**config.mk**
```make
export PLATFORM = sky130hd
export DESIGN_NAME = imem_loader_flat
export DESIGN_NICKNAME = d
export VERILOG_FILES = /design/src/rtl/imem_loader_if.sv /design/src/rtl/imem_loader.sv /design/src/flat_wrapper.sv
export SDC_FILE = /design/constraint.sdc
export NUM_CORES = 1
export LEC_CHECK = 0
export CORE_MARGIN = 2
export CORE_UTILIZATION = 47
export CTS_CLUSTER_SIZE = 25
export DETAILED_ROUTE_END_ITERATION = 7
export GPL_TIMING_DRIVEN = 0
export PLACE_DENSITY_LB_ADDON = 0.1
export SYNTH_ARGS = -nofsm -noshare
export SYNTH_HDL_FRONTEND = slang
export SYNTH_SLANG_ARGS = --single-unit
```
**constraint.sdc**
```tcl
create_clock -name clk -period 1.85 [get_ports clk]
set_input_delay 0.185 -clock clk [delete_from_list [all_inputs] [get_ports clk]]
set_output_delay 0.185 -clock clk [all_outputs]
set_load 0.05 [all_outputs]
```
**src/rtl/imem_loader_if.sv**
```systemverilog
// Byte-stream input and instruction-memory write bus of the boot loader.
// The master view belongs to the loader, the slave view to the stream source / memory side.
interface imem_loader_if #(
    parameter int ADDR_W = 8,
    parameter int DATA_W = 16
);
    logic              in_valid;
    logic [7:0]        in_data;
    logic              in_ready;
    logic              im_we;
    logic [ADDR_W-1:0] im_addr;
    logic [DATA_W-1:0] im_wdata;
    logic              cpu_ready;
    logic              load_err;
    logic [ADDR_W-1:0] word_cnt;

    modport master (
        input  in_valid, in_data,
        output in_ready, im_we, im_addr, im_wdata, cpu_ready, load_err, word_cnt
    );

    modport slave (
        output in_valid, in_data,
        input  in_ready, im_we, im_addr, im_wdata, cpu_ready, load_err, word_cnt
    );
endinterface

```
**src/rtl/imem_loader.sv**
```systemverilog
// Boot loader: receives a LEN / 2N data bytes / CHK frame, writes 16-bit words from address 0,
// and releases the processor only when the XOR checksum of the data bytes matches.
module imem_loader #(
    parameter int ADDR_W = 8,
    parameter int DATA_W = 16
) (
    input  logic                clk,
    input  logic                rst,
    imem_loader_if.master       bus
);

    typedef enum logic [2:0] {
        S_LEN,
        S_HI,
        S_LO,
        S_CHK,
        S_DONE,
        S_ERR
    } state_t;

    state_t            state, state_n;
    logic              in_ready_c;
    logic              xfer;
    logic              last_word;

    logic [7:0]        len_r;
    logic [7:0]        chk_r;
    logic [7:0]        hi_p0;
    logic              we_p1;
    logic [ADDR_W-1:0] addr_p1;
    logic [DATA_W-1:0] wdata_p1;
    logic [ADDR_W-1:0] cnt_r;

    function automatic logic [DATA_W-1:0] pack_word(input logic [7:0] hi, input logic [7:0] lo);
        return DATA_W'({hi, lo});
    endfunction

    // Acceptance depends on state only, so the source may wait on in_ready before raising in_valid.
    assign in_ready_c = (state == S_LEN) || (state == S_HI) ||
                        (state == S_LO)  || (state == S_CHK);
    assign xfer       = bus.in_valid && in_ready_c;
    assign last_word  = (cnt_r + ADDR_W'(1)) == ADDR_W'(len_r);

    always_ff @(posedge clk) begin
        if (rst) begin
            state <= S_LEN;
        end else begin
            state <= state_n;
        end
    end

    always_comb begin
        state_n = state;
        case (state)
            S_LEN:   if (xfer) state_n = (bus.in_data == 8'd0) ? S_CHK : S_HI;
            S_HI:    if (xfer) state_n = S_LO;
            S_LO:    if (xfer) state_n = last_word ? S_CHK : S_HI;
            S_CHK:   if (xfer) state_n = (bus.in_data == chk_r) ? S_DONE : S_ERR;
            default: state_n = state;
        endcase
    end

    // p0: byte capture and running checksum; p1: one-cycle memory write of the assembled word
    always_ff @(posedge clk) begin
        if (rst) begin
            len_r    <= '0;
            chk_r    <= '0;
            hi_p0    <= '0;
            we_p1    <= 1'b0;
            addr_p1  <= '0;
            wdata_p1 <= '0;
            cnt_r    <= '0;
        end else begin
            we_p1 <= 1'b0;
            if (xfer) begin
                case (state)
                    S_LEN: begin
                        len_r <= bus.in_data;
                        chk_r <= '0;
                    end
                    S_HI: begin
                        hi_p0 <= bus.in_data;
                        chk_r <= chk_r ^ bus.in_data;
                    end
                    S_LO: begin
                        chk_r    <= chk_r ^ bus.in_data;
                        we_p1    <= 1'b1;
                        addr_p1  <= cnt_r;
                        wdata_p1 <= pack_word(hi_p0, bus.in_data);
                        cnt_r    <= cnt_r + ADDR_W'(1);
                    end
                    default: ;
                endcase
            end
        end
    end

    assign bus.in_ready  = in_ready_c;
    assign bus.im_we     = we_p1;
    assign bus.im_addr   = addr_p1;
    assign bus.im_wdata  = wdata_p1;
    assign bus.word_cnt  = cnt_r;
    assign bus.cpu_ready = (state == S_DONE);
    assign bus.load_err  = (state == S_ERR);

endmodule

```
**src/flat_wrapper.sv**
```systemverilog
// flat-port wrapper written by rule: the top's interface ports become plain ports
module imem_loader_flat 
#(
    parameter int ADDR_W = 8,
    parameter int DATA_W = 16
)
  (clk, rst, bus_in_valid, bus_in_data, bus_in_ready, bus_im_we, bus_im_addr, bus_im_wdata, bus_cpu_ready, bus_load_err, bus_word_cnt);
  imem_loader_if #(.ADDR_W(ADDR_W), .DATA_W(DATA_W)) bus_i ();
  input  logic clk;
  input  logic rst;
  input wire logic [$bits(bus_i.in_valid)-1:0] bus_in_valid;
  input wire logic [$bits(bus_i.in_data)-1:0] bus_in_data;
  output wire logic [$bits(bus_i.in_ready)-1:0] bus_in_ready;
  output wire logic [$bits(bus_i.im_we)-1:0] bus_im_we;
  output wire logic [$bits(bus_i.im_addr)-1:0] bus_im_addr;
  output wire logic [$bits(bus_i.im_wdata)-1:0] bus_im_wdata;
  output wire logic [$bits(bus_i.cpu_ready)-1:0] bus_cpu_ready;
  output wire logic [$bits(bus_i.load_err)-1:0] bus_load_err;
  output wire logic [$bits(bus_i.word_cnt)-1:0] bus_word_cnt;
  assign bus_i.in_valid = bus_in_valid;
  assign bus_i.in_data = bus_in_data;
  assign bus_in_ready = bus_i.in_ready;
  assign bus_im_we = bus_i.im_we;
  assign bus_im_addr = bus_i.im_addr;
  assign bus_im_wdata = bus_i.im_wdata;
  assign bus_cpu_ready = bus_i.cpu_ready;
  assign bus_load_err = bus_i.load_err;
  assign bus_word_cnt = bus_i.word_cnt;
  imem_loader #(.ADDR_W(ADDR_W), .DATA_W(DATA_W)) u_core (.clk(clk), .rst(rst), .bus(bus_i));
endmodule
```
# Word level (Yosys, flattened, before mapping)
# Index checks and enable logic that the tools add are counted.
word_totals:
  regBits: 60
  latchBits: 0
  ramBits: 0
  romBits: 0
  in_bits: 11
  n_memories: 0
op_classes:
  add_sub_neg: 1
  multipliers: 0
  div: 0
  order_cmp: 0
  eq_ne: 11
  shift: 0
  muxes: 10
  n_bitwise: 2
  n_reduce_logical: 15
ops:
  columns: ["cell", "n"]
  rows:
  - ["equality test 8 bit", 2]
  - ["case mux 8 bit (2 select lines)", 1]
  - ["2-to-1 mux 3 bit", 4]
  - ["case mux 3 bit (4 select lines)", 1]
  - ["adder 8 x 1 -> 8 bit (second input constant)", 1]
  - ["logical NOT 8 bit", 1]
  - ["inequality test 2 x 1 -> 1 bit (second input constant)", 4]
  - ["AND reduction 2 bit", 4]
  - ["XOR 8 bit", 1]
  - ["equality test 3 x 2 -> 1 bit (second input constant)", 2]
  - ["equality test 3 bit (second input constant)", 2]
  - ["AND reduction 5 bit", 1]
  - ["2-to-1 mux 2 bit", 2]
  - ["nonzero test 4 bit", 1]
  - ["OR reduction 2 bit", 2]
  - ["equality test 3 x 1 -> 1 bit (second input constant)", 1]
  - ["logical NOT 3 bit", 1]
  - ["logical OR 1 bit", 3]
  - ["2-to-1 mux 1 bit", 2]
  - ["nonzero test 2 bit", 1]
  - ["logical AND 1 bit", 1]
  - ["inverter 1 bit", 1]

# Longest topological paths before layout
# Gate-level depths: netlist of run 1.
logic_depth:
  word_depth: 7
  mapped_depth: 7

# Worst setup path before layout of run 1
# Ideal clock, no wire load.
synth_path:
  path_kind: "reg-to-reg"
  from: "register u_core.cnt_r[0], in the netlist u_core.bus.word_cnt[0]"
  to: "register u_core.state[1]"
  arrival_ns: 2.106
  t_required_ns: 1.762
  path_slack_ns: -0.344
  path_stages_with_launch: 8
  path_buffers: 1
  synth_period_minus_slack_ns: 2.194
  cell_sequence: "dfxtp_1 -> ha_1 -> clkbuf_1 -> nand4_1 -> xnor2_1 -> nand2_1 -> mux2_4 -> o32ai_2"
synth_between:
  elab_chain_len: 5
synth_lines:
  columns: ["element", "line", "text"]
  rows:
  - ["from (decl)", "imem_loader.sv:32", "logic [ADDR_W-1:0] cnt_r;"]
  - ["from (signal assigned)", "imem_loader.sv:90", "cnt_r <= cnt_r + ADDR_W'(1);"]
  - ["adder 8 x 1 -> 8 bit", "imem_loader.sv:42", "assign last_word = (cnt_r + ADDR_W'(1)) == ADDR_W'(len_r);"]
  - ["equality test 8 bit", "imem_loader.sv:42", null]
  - ["2-to-1 mux 2 bit", "imem_loader.sv:57", "S_LO: if (xfer) state_n = last_word ? S_CHK : S_HI;"]
  - ["2-to-1 mux 3 bit", "imem_loader.sv:57", null]
  - ["case mux 3 bit (4 select lines)", "imem_loader.sv:54", "case (state)"]
  - ["to (signal assigned)", "imem_loader.sv:48", "state <= state_n;"]
  - ["to (decl)", "imem_loader.sv:21", "state_t state, state_n;"]
# Every way passes these cells. The select of a mux whose other input is x is not followed.
# A chain may end at the register's enable or synchronous reset.

# Final worst setup path of run 1
layout_path:
  from: "register u_core.cnt_r[7], in the netlist u_core.bus.word_cnt[7]"
  to: "output bus_word_cnt[7]"
layout_lines:
  columns: ["element", "line", "text"]
  rows:
  - ["to (decl)", "flat_wrapper.sv:19", "output wire logic [$bits(bus_i.word_cnt)-1:0] bus_word_cnt;"]
# No word-level cell between the ends.

==> flow_metrics.tcl, run 1 <==
set metrics [dict create \
    rr_worst_depth 6 \
    critical_path_arrival_ns 1.61 \
    hold_path.class "in2reg" \
    core.rowCount 27 \
    cp-end-kind "primary output" \
    status "finished, final reports clean" \
    drtIter0Drc 94 \
    nNetsFinal 387 \
    antenna_cells 0 \
    rsz0062_at_grt "no" \
    finClkSkew_ns 0.00679 \
    critPathSlowestCell "clkdlybuf4s50_1" \
    cts_hold_buf 0 \
    syn2layout_area_growth_pct 29.4 \
    clk_transition_reported_paths_ns 0.07 \
    syn-num-nets 333 \
    dieHeight_um 78.6 \
    ios 47 \
    cts_max_path_buffers 2 \
    p_leak_nw 1.18 \
    timing.final.crit_share_pct 96.9 \
    clock-sinks 60 \
    yosys-top-cells-count "nand2_1 (72), dfxtp_1 (60), a21oi_1 (40), nor2_1 (24)" \
    hold_viol_final 0 \
    power.density_nw_per_um2 897 \
    n_fill_cell 514 \
    die_x_um 78.6 \
    drt-pass1-iter-count 4 \
    crit_family "buffers and inverters" \
    ctsHtreeMaxLevel 3 \
    period_minus_slack_ns 1.79 \
    avgSynthCellArea_sq_um 8.15 \
    yosysMostFrequentCell "nand2_1" \
    synth_xor_area_share_pct 5.69 \
    synth_top_area_share_pct 45.9 \
    place_ws_ns -0.227 \
    grt_pass1_vias 2127 \
    final_max_slew_viol_count 0 \
    worst-setup-path-type "reg2out" \
    start_util_pct 48.1 \
    slowest_delay_ns 0.84 \
    cts_tree "done" \
    wl_per_cell_um 14.1 \
    worst_slack_ns 0.0569 \
    async_reset_ff_share_pct 0 \
    cap_violations 0 \
    cts_buffers 9 \
    yosys_most_used_dff "dfxtp_1" \
    grt_max_degree 13 \
    max_freq_mhz 558 \
    syn_area_sq_um 2620 \
    syn_inst 321 \
    via_per_inst 5.27 \
    yosys.area.top_type "dfxtp_1" \
    ys_types 37 \
    grt_pass1_wl_mm 10.2 \
    synth_top_family_by_area "simple AND/OR/NAND/NOR gates" \
    critPathLaunchType "register" \
    post_dp_cell_area_sq_um 3160 \
    antenna_found_initial 0 \
    vdd.ir_drop.worst_uv 501 \
    ys_seq_elements 60 \
    gp_congestion 0.822 \
    overflow 0 \
    core_sq_um 5440 \
    synth_compound_area_share_pct 14.7 \
    slew_headroom_pct 42.4 \
    num_vias 2381 \
    power.total_mw 3.04 \
    whs_path_depth 3 \
    grt.total_usage_pct 21.4 \
    ant_nets 0 \
    path_cells "clkdlybuf4s50_1" \
    synth_mux_area_share_pct 4.07 \
    cp.required_ns 1.66 \
    routed_wl_mm 6.37 \
    root_buffer "clkbuf_8" \
    design_area_sq_um 3380 \
    die_area_sq_um 6180 \
    critPathMaxFanout 4 \
    synth_edf_count 0 \
    clk_latency_ns 0.34 \
    setup_viol 0 \
    synth_fa_ha_area_share_pct 0.478 \
    synth-warning-count 0 \
    drc 0 \
    worstSetupPathDepth 1 \
    netlist_top_cells_area "dfxtp_1 (46%), nand2_1 (10%), a21oi_1 (7.7%)" \
    worst-path-buf-inv 1 \
    drive_gt1_share_pct 11.6 \
    synthSimpleGateAreaFrac_pct 24.4 \
    dp_hpwl_mm 4.31 \
    hold_ws_ns 0.237 \
    port_buffers 44 \
    worstMarginPinSlew_ns 0.858 \
    yosysSeqAreaShare_pct 45.9 \
]
## final cells by class
cell class / instances / area [sq um] / share of cell area, %
sequential: 60 / 1210 / 35.7
multi-input combinational: 233 / 1300 / 38.4
inverter: 7 / 26.3 / 0.776
buffer: 20 / 98.8 / 2.92
tap: 72 / 90.1 / 2.66
timing repair buffer: 44 / 438 / 12.9
clock inverter: 7 / 98.8 / 2.92
clock buffer: 9 / 124 / 3.66
## timing repair
action	in CTS	in global routing
gates resized for setup	9	6
setup buffers	0	0
endpoints found under the setup margin	7	18
## metal layers
layer / vias to the layer above / track usage, % / share of wire [%]
met5: - / 0 / 0
met4: 0 / 11.6 / 2.6
met3: 14 / 4.02 / 4.2
met2: 60 / 33.2 / 45
met1: 1118 / 28.1 / 48
li1: 1189 / - / -
## power by group
group	leakage [nW]	internal (mW)	switching (mW)
registers	0.489	1.33	0.0303
logic	0.585	0.125	0.213
clock network	0.110	0.767	0.569
total	1.18	2.22	0.812
## layout by cell type, fill, tap and decap left out, drive strengths merged, types with 9 or more instances in the layout
| master | instances |
|---|---|
| xnor2 | 12 |
| nand2 | 72 |
| inv | 9 |
| o21ai | 12 |
| dfxtp | 60 |
| nor2 | 25 |
| clkdlybuf4s50 | 37 |
| a21oi | 40 |
| nor2b | 9 |
| clkbuf | 21 |
## path summary, 6_finish.rpt
kind	startpoint	end	slack [ns]
min	bus_in_data[7]	u_core.len_r[7]	0.24
min reg2reg	u_core.bus.im_addr[7]	u_core.bus.im_addr[7]	0.45
max reg2reg	u_core.bus.word_cnt[0]	u_core.state[1]	0.07
max	u_core.bus.word_cnt[7]	bus_word_cnt[7]	0.06
## registers in the layout, indices dropped and copies added (netlist names)
name,cells
u_core.chk_r,8
u_core.hi_p0,8
u_core.bus.im_wdata,16
u_core.bus.im_addr,8
u_core.state,3
u_core.len_r,8
u_core.bus.im_we,1
u_core.bus.word_cnt,8
## kinds of logic after synthesis
family                   Yosys count
XOR/XNOR                          17
AND/OR/NAND/NOR                  138
buffers and inverters             28
adder cells (fa/ha/maj)            1
AO/OA/AOI/OAI                     67
multiplexers                      10
flip-flops                        60
## worst min-delay path: cells and delay by family
| kind | cells | cell delay, ns |
|---|---|---|
| buffers and inverters | 1 | 0.19 |
| AND/OR/NAND/NOR | 1 | 0.10 |
| AO/OA/AOI/OAI | 1 | 0.05 |
## per-stage QoR
stage	util, %	TNS [ns]	std cells
CTS	62.0	0	452
detailed placement	58.0	-2.04	437
global route	62.2	0	452
finish	62.2	0	452
floorplan	-	-0.0878	321
global placement	58.0	-1.89	437
Note: power is estimated with default switching activity, not from simulation.
==> run 2, diff against run 1 <==
--- a/config.mk
+++ b/config.mk
@@ -5,6 +5,7 @@
 export SDC_FILE = /design/constraint.sdc
 export NUM_CORES = 1
 export LEC_CHECK = 0
+export CAP_MARGIN = 40
 export CORE_MARGIN = 2
 export CORE_UTILIZATION = 47
 export CTS_CLUSTER_SIZE = 25
==> results of run 2 <==
Same layout as run 1: the final DEF is identical, and so are final timing and power.
==> edit 1, RTL diff (flow settings as in run 2) <==
`DATA_W` is set to 16 in 3 places; all go to 18.
--- a/src/rtl/imem_loader_if.sv
+++ b/src/rtl/imem_loader_if.sv
@@ -2,7 +2,7 @@
 // The master view belongs to the loader, the slave view to the stream source / memory side.
 interface imem_loader_if #(
     parameter int ADDR_W = 8,
-    parameter int DATA_W = 16
+    parameter int DATA_W = 18
 );
     logic              in_valid;
     logic [7:0]        in_data;
--- a/src/rtl/imem_loader.sv
+++ b/src/rtl/imem_loader.sv
@@ -2,7 +2,7 @@
 // and releases the processor only when the XOR checksum of the data bytes matches.
 module imem_loader #(
     parameter int ADDR_W = 8,
-    parameter int DATA_W = 16
+    parameter int DATA_W = 18
 ) (
     input  logic                clk,
     input  logic                rst,
--- a/src/flat_wrapper.sv
+++ b/src/flat_wrapper.sv
@@ -2,7 +2,7 @@
 module imem_loader_flat 
 #(
     parameter int ADDR_W = 8,
-    parameter int DATA_W = 16
+    parameter int DATA_W = 18
 )
   (clk, rst, bus_in_valid, bus_in_data, bus_in_ready, bus_im_we, bus_im_addr, bus_im_wdata, bus_cpu_ready, bus_load_err, bus_word_cnt);
   imem_loader_if #(.ADDR_W(ADDR_W), .DATA_W(DATA_W)) bus_i ();
Ports: changed (resized bus_im_wdata); port bits go from 47 to 49. No check against the original RTL was run, so the function may have changed too.
==> edit 1 against run 2 <==
- sequential share of layout area decreased by 0.71 points
- clock skew down 0.0034 ns
- total power is 8.6% higher
- critical endpoint is now bus_word_cnt[0]
- routed wire length increased by 0.88%
- clock power up 20%
- global-route usage is 0.48 points higher
- worst setup slack gained 0.018 ns
- sequential cell count stayed put
- critical path depth is the same
- design area up 1.7%
- area after synthesis increased by 2.6%
- die area is 2.5% higher
- synthesized cell count is 6.5% higher
- largest power group is now the clock network
==> edit 1: results <==
{
  "seq_area_frac_synth": 0.448,
  "period_minus_slack_ns": 1.77,
  "grt_use_met1": 0.281,
  "synthMuxAreaShare": 0,
  "use_met2": 0.342,
  "synth_xor_area_frac": 0.0718,
  "p_per_area_nw_per_um2": 958,
  "r2r-start": "u_core.bus.word_cnt[7]",
  "synth.distinct_cells": 40,
  "synth_commonest_cells": "96 x nand2_1, 60 x dfxtp_1, 54 x a21oi_1",
  "synth_area_per_cell_um2": 7.85,
  "grt_use_total": 0.219,
  "worst_hold_slack_ns": 0.172,
  "dp_hpwl_um": 4460,
  "grt_pass1_wl_um": 10500,
  "use_met3": 0.0611,
  "synthTopCellsByArea": "dfxtp_1 45%, nand2_1 13%, a21oi_1 10%",
  "fin_skew_ns": 0.00337,
  "vdd_ir_drop_max_mv": 0.554,
  "cp.arrival_ns": 1.59,
  "drt-vias-per-instance": 5.29,
  "synthAdderAreaFrac": 0.00466,
  "io_buffers": 37,
  "max_slew_margin": 0.625,
  "drive_gt1_frac": 0.122,
  "critPathMaxFanout": 7,
  "reg2reg_depth": 5,
  "dp_cells": 452,
  "status": "finished clean",
  "reg2reg_slack_ns": 0.13,
  "hold_start": "bus_in_data[0]"
}
edit 1: power by group:
part / internal (µW) / switching, µW
combinational: 110 / 215
sequential: 1330 / 32.7
clock: 1100 / 509
edit 1: how the worst max path moves through the flow:
stage,startpoint,end,cells after the start
global placement,bus_in_valid,u_core.chk_r[4],7
floorplan,u_core.bus.word_cnt[2],u_core.state[1],7
detailed placement,bus_in_valid,u_core.chk_r[3],7
finish,u_core.bus.word_cnt[0],bus_word_cnt[0],1
global route,u_core.bus.word_cnt[0],bus_word_cnt[0],1
CTS,u_core.bus.word_cnt[7],bus_word_cnt[7],1
edit 1: metal layers:
metal	routed length [µm]	part of all wire
met1	2970	0.46
met2	3040	0.47
met3	316	0.049
met4	101	0.016
met5	0	0
edit 1: area by class of cell:
class	count	share of cell area
multi-input combinational	249	0.388
sequential	60	0.350
clock inverter	4	0.0349
timing repair buffer	37	0.108
inverter	1	0.00109
tap	72	0.0262
clock buffer	11	0.0440
buffer	32	0.0483
==> edit 2, RTL diff (flow settings as in run 2) <==
Made on the original files. Register the output `bus.load_err`; this adds one clock of latency there.
--- a/src/rtl/imem_loader.sv
+++ b/src/rtl/imem_loader.sv
@@ -101,7 +101,9 @@
     assign bus.im_wdata  = wdata_p1;
     assign bus.word_cnt  = cnt_r;
     assign bus.cpu_ready = (state == S_DONE);
-    assign bus.load_err  = (state == S_ERR);
+    always_ff @(posedge clk) begin
+        bus.load_err <= (state == S_ERR);
+    end
 
 endmodule
 
Formal check against the unedited RTL: not equivalent (a bounded check fails within 4 cycles, from zero or initial values and one cycle with rst high).
==> edit 2 against run 2 <==
- routed wire length shrank 0.22%
- first-iteration DRC count down 3.2%
- sequential cell count is 1 higher
- area after synthesis rose by 2.3%
- global-route usage is 0.13 points higher
- worst setup slack improved by 0.021 ns
- total power is 0.45% lower
- fmax increased by 1.2%
- design area is 1.2% higher
- critical endpoint is now bus_cpu_ready
==> edit 2: results <==
{
  "status": "finished clean",
  "worst_hold_slack_ns": 0.237,
  "synth_commonest_cells": "74 x nand2_1, 61 x dfxtp_1, 40 x a21oi_1",
  "fin_skew_ns": 0.00423,
  "switching_share": 0.228,
  "synthTopCellsByArea": "dfxtp_1 46%, nand2_1 10%, a21oi_1 7.5%",
  "cp-endpoint": "bus_cpu_ready",
  "grt_pass1_vias": 2097,
  "leakage_uw": 0.00124,
  "pg_comb_uw": 275,
  "dp_cells": 438,
  "reg2reg_depth": 6,
  "cts.clk_slew.worst_paths_ns": 0.06,
  "clockBufferDepth": 2,
  "startpoint": "u_core.state[2]",
  "seq_area_frac_synth": 0.456,
  "via_count": 2318,
  "synth.distinct_cells": 42,
  "max_slew_margin": 0.618,
  "synth_area_per_cell_um2": 8.29,
  "synthAdderAreaFrac": 0.00468,
  "synth_compound_area_frac": 0.139,
  "drt_iter0_drc": 91,
  "synth_nets": 335,
  "critPathMaxFanout": 6,
  "r2r-start": "u_core.bus.word_cnt[0]",
  "cts_buffers": 9,
  "total_power_uw": 3020,
  "dp_hpwl_um": 4310,
  "cts_resized": 5,
  "grt_use_total": 0.215,
  "grt_max_degree": 11,
  "vdd_ir_drop_max_mv": 0.481,
  "p_clk_uw": 1380,
  "grt_pass1_wl_um": 10200,
  "htreeDepth": 3,
  "cts-root-buf": "clkbuf_8",
  "reg2reg_slack_ns": 0.22,
  "post_dp_cell_area_um2": 3200,
  "timing.rr.end": "u_core.state[1]",
  "synthMuxAreaShare": 0.0337,
  "largest_register_ffs": 16,
  "num-fill-cells": 515,
  "wl_um": 6360,
  "final_nets": 389,
  "post_cts_buffers": 0,
  "synth_xor_area_frac": 0.0589,
  "drive_gt1_frac": 0.0971,
  "gp_congestion": 0.840,
  "io_buffers": 43,
  "wl_per_cell_um": 14.0,
  "cp.arrival_ns": 1.59
}
edit 2: cell count changes in the layout (fill, tap and decap cells not counted), sizes merged, moves of 3 or more:
cell	before	now
buf	8	12
nor3	6	2
inv	9	6
nand2	72	75
nor2	25	28
o2111ai	3	0
edit 2: metal layers:
metal | wire, µm | up-vias | part of all wire | GRT usage
met4 | 98 | 0 | 0.015 | 0.0948
met3 | 256 | 8 | 0.040 | 0.0452
met2 | 2940 | 55 | 0.46 | 0.343
met5 | 0 | - | 0 | 0
li1 | - | 1190 | - | -
met1 | 3060 | 1065 | 0.48 | 0.280
edit 2: worst min-delay path by stage:
stage	to	cells after the start
6_report	u_core.len_r[7]	3
5_1_grt	u_core.bus.im_wdata[0]	3
4_1_cts	u_core.len_r[7]	3
3_5_place_dp	u_core.bus.im_wdata[9]	2
3_3_place_gp	u_core.chk_r[0]	2
2_1_floorplan	u_core.len_r[1]	2
edit 2: per-stage QoR:
stage	util	setup slack, ns
6_report	0.622	0.0781
5_1_grt	0.622	0.00442
4_1_cts	0.622	0.0314
3_5_place_dp	0.581	-0.115
3_3_place_gp	0.581	-0.112
2_1_floorplan	-	0.0613
edit 2: cell type report:
cell class                 instances  area share
tap                               72      0.0263
clock buffer                      10      0.0373
inverter                           6     0.00657
buffer                            22      0.0376
sequential                        61       0.356
clock inverter                     5      0.0292
timing repair buffer              43       0.125
multi-input combinational        234       0.382
edit 2: cell families (layout without fill, tap and decap cells):
logic type / after synthesis / after routing
xor+xnor: 18 / 18
fa+ha+maj: 1 / 1
mux: 9 / 9
buf+inv: 28 / 86
flops: 61 / 61
compound gates: 65 / 65
simple gates: 141 / 141
edit 2: worst max-delay path, cell delays in order (launching register included):
cell           delay, ns
dfxtp_1             0.40
inv_1               0.14
nor3_2              0.18
dlygate4sd2_1       0.54
